<file path="src/rtl/fb_paint_writer.sv">
// fb_paint_writer: clips paint strobes to the canvas, queues them and writes each pixel into the framebuffer RAM.
// Latency: paint at edge N -> mem_req after N+1 -> commit at N+2 (XOR build: commit at N+4); each ungranted cycle adds one.
// Backpressure: ready = !full; strobes seen while full or off-canvas are dropped and counted in drop_cnt.
// Build option: define FB_PAINT_XOR_EN to make every write a read-modify-write XOR of the old pixel.
module fb_paint_writer #(
    parameter int FIFO_DEPTH  = 4,
    parameter int FB_DIM_LOG2 = 6
) (
    input  logic                     clk,
    input  logic                     rst,
    input  logic                     paint,
    input  logic [7:0]               px_data,
    input  logic [7:0]               in_x,
    input  logic [7:0]               in_y,
    output logic                     ready,
    output logic                     idle,
    output logic [7:0]               drop_cnt,
    output logic                     mem_req,
    input  logic                     mem_grant,
    output logic                     mem_we,
    output logic [2*FB_DIM_LOG2-1:0] mem_addr,
    output logic [7:0]               mem_wdata,
    input  logic [7:0]               mem_rdata
);
    localparam int AW  = 2 * FB_DIM_LOG2;
    localparam int EW  = AW + 8;
    localparam int PW  = $clog2(FIFO_DEPTH);
    localparam int CW  = PW + 1;
    localparam int DIM = 1 << FB_DIM_LOG2;

`ifdef FB_PAINT_XOR_EN
    typedef enum logic [1:0] {S_IDLE, S_WR_REQ, S_RD_REQ, S_RD_WAIT} state_t;
`else
    typedef enum logic {S_IDLE, S_WR_REQ} state_t;
    // Plain painting never reads the framebuffer.
    logic unused_rdata;
    assign unused_rdata = ^mem_rdata;
`endif

    state_t          state_q, state_d;
    logic [EW-1:0]   fifo_q [FIFO_DEPTH];
    logic [EW-1:0]   fifo_d [FIFO_DEPTH];
    logic [PW-1:0]   wr_ptr_q, wr_ptr_d, rd_ptr_q, rd_ptr_d;
    logic [CW-1:0]   count_q, count_d;
    logic [7:0]      drop_cnt_q, drop_cnt_d;
    logic [AW-1:0]   mem_addr_q, mem_addr_d;
    logic            mem_we_q, mem_we_d;
    logic [7:0]      mem_wdata_q, mem_wdata_d;

    logic            full, empty, in_range, push, pop;
    logic [EW-1:0]   head, push_entry;
    logic [31:0]     x_ext, y_ext;

    assign x_ext      = {24'd0, in_x};
    assign y_ext      = {24'd0, in_y};
    assign in_range   = (x_ext < 32'(DIM)) && (y_ext < 32'(DIM));
    assign full       = (count_q == CW'(FIFO_DEPTH));
    assign empty      = (count_q == '0);
    assign push_entry = {in_y[FB_DIM_LOG2-1:0], in_x[FB_DIM_LOG2-1:0], px_data};
    assign head       = fifo_q[rd_ptr_q];
    // Full is judged on the registered count, so a same-cycle pop never frees a slot early.
    assign push       = paint && in_range && !full;
    assign pop        = (state_q == S_WR_REQ) && mem_grant;

    assign ready      = !full;
    assign idle       = empty && (state_q == S_IDLE);
    assign drop_cnt   = drop_cnt_q;
    assign mem_addr   = mem_addr_q;
    assign mem_we     = mem_we_q;
    assign mem_wdata  = mem_wdata_q;

    // Request FIFO bookkeeping and the saturating drop counter.
    always_comb begin
        fifo_d     = fifo_q;
        wr_ptr_d   = wr_ptr_q;
        rd_ptr_d   = rd_ptr_q;
        count_d    = count_q;
        drop_cnt_d = drop_cnt_q;
        if (push) begin
            fifo_d[wr_ptr_q] = push_entry;
            wr_ptr_d         = wr_ptr_q + PW'(1);
        end
        if (pop) begin
            rd_ptr_d = rd_ptr_q + PW'(1);
        end
        case ({push, pop})
            2'b10:   count_d = count_q + CW'(1);
            2'b01:   count_d = count_q - CW'(1);
            default: count_d = count_q;
        endcase
        if (paint && !push && (drop_cnt_q != 8'hFF)) begin
            drop_cnt_d = drop_cnt_q + 8'd1;
        end
    end

    // Access sequencer: request lines are registered so they hold steady while the arbiter withholds grant.
    always_comb begin
        state_d     = state_q;
        mem_addr_d  = mem_addr_q;
        mem_we_d    = mem_we_q;
        mem_wdata_d = mem_wdata_q;
        mem_req     = 1'b0;
        case (state_q)
            S_IDLE: begin
                if (!empty) begin
                    mem_addr_d = head[EW-1:8];
`ifdef FB_PAINT_XOR_EN
                    mem_we_d   = 1'b0;
                    state_d    = S_RD_REQ;
`else
                    mem_we_d    = 1'b1;
                    mem_wdata_d = head[7:0];
                    state_d     = S_WR_REQ;
`endif
                end
            end
            S_WR_REQ: begin
                mem_req = 1'b1;
                if (mem_grant) state_d = S_IDLE;
            end
`ifdef FB_PAINT_XOR_EN
            S_RD_REQ: begin
                mem_req = 1'b1;
                if (mem_grant) state_d = S_RD_WAIT;
            end
            S_RD_WAIT: begin
                mem_wdata_d = mem_rdata ^ head[7:0];
                mem_we_d    = 1'b1;
                state_d     = S_WR_REQ;
            end
`endif
            default: state_d = S_IDLE;
        endcase
    end

    // All state resets asynchronously so an in-flight access is abandoned at once.
    always_ff @(posedge clk or posedge rst) begin
        if (rst) begin
            state_q     <= S_IDLE;
            fifo_q      <= '{default: '0};
            wr_ptr_q    <= '0;
            rd_ptr_q    <= '0;
            count_q     <= '0;
            drop_cnt_q  <= 8'd0;
            mem_addr_q  <= '0;
            mem_we_q    <= 1'b0;
            mem_wdata_q <= 8'd0;
        end else begin
            state_q     <= state_d;
            fifo_q      <= fifo_d;
            wr_ptr_q    <= wr_ptr_d;
            rd_ptr_q    <= rd_ptr_d;
            count_q     <= count_d;
            drop_cnt_q  <= drop_cnt_d;
            mem_addr_q  <= mem_addr_d;
            mem_we_q    <= mem_we_d;
            mem_wdata_q <= mem_wdata_d;
        end
    end

endmodule

</file>
<file path="config.mk">
export PLATFORM = sky130hd
export DESIGN_NAME = fb_paint_writer
export DESIGN_NICKNAME = d
export VERILOG_FILES = /design/src/rtl/fb_paint_writer.sv
export SDC_FILE = /design/constraint.sdc
export NUM_CORES = 1
export LEC_CHECK = 0
export CAP_MARGIN = 5
export CELL_PAD_IN_SITES_DETAIL_PLACEMENT = 1
export CELL_PAD_IN_SITES_GLOBAL_PLACEMENT = 1
export CORE_AREA = 4 4 116 118
export CTS_BUF_LIST = sky130_fd_sc_hd__clkbuf_16
export DETAILED_ROUTE_END_ITERATION = 8
export DIE_AREA = 0 0 120 122
export PLACE_DENSITY = 0.8
export SLEW_MARGIN = 20
export SYNTH_ARGS = -nofsm -noshare
export SYNTH_HDL_FRONTEND = slang
export SYNTH_SLANG_ARGS = --single-unit
</file>
<file path="constraint.sdc">
create_clock -name clk -period 3.8 [get_ports clk]
set_input_delay 0.76 -clock clk [delete_from_list [all_inputs] [get_ports clk]]
set_output_delay 0.76 -clock clk [all_outputs]
set_load 0.1 [all_outputs]
</file>
==> results by group <==
Status
  • Outcome: finished clean

Pwr
  • Design Power: about 0.0057 W
  • Maximum VDD drop: 0.000510 V
  • Leak Pwr: roughly 3.0 nW
  • Power Density: 883 mW/mm^2

Yosys
  • Warnings, synthesis: 0
  • Fraction of registers with async set/reset: 100%
  • Syn Area/Cell: about 16 sq um
  • Register area share after synthesis: about three fifths
  • Top cell type's share of synthesized area: between 50 and 60%
  • Synth cell types: 27
  • Post-synth EDFFs: 0
  • Mapped cell area: just over 0.005 sq mm
  • Top_reg_cell synth: dfrtp_1
  • Synth Register Bits: about 120
  • Synth area leader: dfrtp_1
  • Synth Instances: 317
  • Most frequent cell after synthesis: dfrtp_1
  • Post-synth top cells: dfrtp_1, mux2_2, mux4_2
  • Ranking of synthesized cells by area: dfrtp_1, mux2_2, mux4_2
  • Synthesized net count: 360

Clocking
  • Clock Latency Late Sink: slightly above 400 ps
  • Clock Pin Slew Worst Setup and Hold Paths: roughly 60 ps
  • CTS tree: built
  • CTS Root Cell: clkbuf_16
  • Cts hold-fix bufs: 0
  • Post-CTS Repair Setup Buffers: 0
  • CTS buffer count: 17
  • CTS-repair resized insts: 0
  • H-tree lvl count: 4
  • CTS max path bufs: 2
  • CTS Sinks: between 100 and 150

STA
  • Final hold vios: 0
  • Total Neg Setup Slack: 0 ps
  • Clk_skew: 5.79 ps
  • Max Freq: ~330 MHz
  • RSZ-0062 raised after global routing: no
  • Period utilization: approximately four fifths
  • Pins over their slew limit: 0
  • Crit path time final: about 3000 ps
  • Max_slew headroom: 33.4%
  • Slew at the pin with the worst max-slew slack: 996 ps
  • Final setup violation count: 0

Die
  • Die Y: approximately 120 um
  • Rows: between 40 and 50
  • CORE AREA: approximately 0.012 sq mm
  • Starting Density: between 40% and 50%
  • I/O pins: 68
  • Die width: between 100 and 150 um
  • Die area: about 0.015 sq mm

Global route
  • Vias in the first global route: 3470
  • Initial antenna violation count: 0
  • Grt ovf: 0
  • Met1 GRT Util: roughly a fifth
  • Global-route wire length before repair: 19300 um
  • Total GRT Usage: 17.4%
  • Routing usage on met3: 4.36%
  • Maximum number of pins on one net before global-route repair: ~120
  • Busiest layer in global routing: met2
  • Grt met2 use: 31.5%

Setup path
  • Critical Path Fanout Max: 5
  • CP Class: register to output pin
  • CP Launch Type: register
  • Crit path required time: about 3000 ps
  • Critical Path End Type: output pin
  • Crit path DAT: between 2000 and 2500 ps

Drt
  • Routed len/inst: between 20 and 25 um
  • Router iterations before antenna repair: 4
  • Final wirelength: 11500 um
  • Post-DRT Antenna Nets: 0
  • Vias per std cell: slightly above 5
  • DRC violations left: 0
  • Via count: between 2000 and 3000
  • Initial DRC count: 158

Placement
  • Post-DP HPWL: slightly below 7000 um
  • Port Buffers: roughly 60
  • GP Congestion: between 0.7 and 0.8

Cells and area
  • Diodes inserted: 0
  • Share of cells above drive strength 1: 42.3%
  • Synth-to-layout area growth: 28.5%
  • Fin nets: 430
  • Final core occ: 51.9%

Flow run
  • Max-cap viol count: 0

Hold path
  • Hold Path Class: register to register
## routing by layer
metal | vias to the layer above | share of wire, %
met5 | - | 0
met4 | 0 | 2.1
met3 | 24 | 3.6
met2 | 59 | 55
met1 | 1528 | 39
li1 | 1296 | -
## logic make-up (layout without fill, tap and decap cells)
logic type	count (synthesis)	in the layout	synth area share, %
multiplexers	123	123	32.0
flip-flops	117	117	58.2
AND/OR/NAND/NOR	33	33	3.46
buffers and inverters	24	107	2.34
XOR/XNOR	12	12	2.09
adder cells (fa/ha/maj)	7	7	1.89
AO/OA/AOI/OAI	1	1	0.0993
## layout by cell type (no fill, tap or decap), types with 4 or more instances in the layout
cell and instances:
mux4_2 20, xor2_1 8, inv_1 6, nor4_1 4
clkbuf_16 17, mux2_2 102, nand2_1 11, bufinv_16 4
xnor2_1 4, ha_1 6, clkinvlp_4 6, buf_4 9
clkdlybuf4s50_1 58, dfrtp_1 117, clkinv_4 4
## path summary, 6_finish.rpt
check | start | endpoint | slack, ps | cells after the start
max | count_q[0]$_DFFE_PP0P_ | ready | 760 | 2
min | mem_we$_DFFE_PP0P_ | mem_we$_DFFE_PP0P_ | 460 | 1
max reg2reg | count_q[0]$_DFFE_PP0P_ | count_q[2]$_DFFE_PP0P_ | 1460 | 9
min reg2reg | mem_we$_DFFE_PP0P_ | mem_we$_DFFE_PP0P_ | 460 | 1
max in group asynchronous | rst | fifo_q[77]$_DFFE_PP0P_ | 2420 | 3
min in group asynchronous | rst | fifo_q[48]$_DFFE_PP0P_ | 830 | 3
## critical path, cell delays in order (launching register included)
cell and delay, ps:
dfrtp_1 430, or3b_1 440, clkdlybuf4s50_1 990
## registers in the layout, indices dropped and copies added, names as in the netlist
signal,cells
state_q,1
fifo_q,80
mem_wdata,8
mem_addr,12
rd_ptr_q,2
drop_cnt,8
mem_we,1
wr_ptr_q,2
count_q,3
## metrics by stage
stage	hold WS, ps	setup WS [ps]	area, sq um	std cells
2_1_floorplan	474	466	5040	317
3_3_place_gp	453	1140	5840	540
3_5_place_dp	458	1020	5840	540
4_1_cts	471	735	6470	572
5_1_grt	513	701	6470	572
6_report	462	758	6470	572
## cell type report
cell class	count	area (sq um)
Clock buffer	17	425
Tap cell	172	215
Inverter	7	30.0
Multi-Input combinational cell	176	2000
Timing Repair Buffer	68	668
Fill cell	1176	6000
Sequential cell	117	2930
Clock inverter	15	206
## report_power, final
part	internal [W]	switching [W]	leakage [nW]
clock network	0.00110	0.000599	0.292
logic	0.000828	0.00118	1.14
registers	0.00168	0.000329	1.54
total	0.00361	0.00211	2.97
Note: power is estimated with default switching activity, not from simulation.
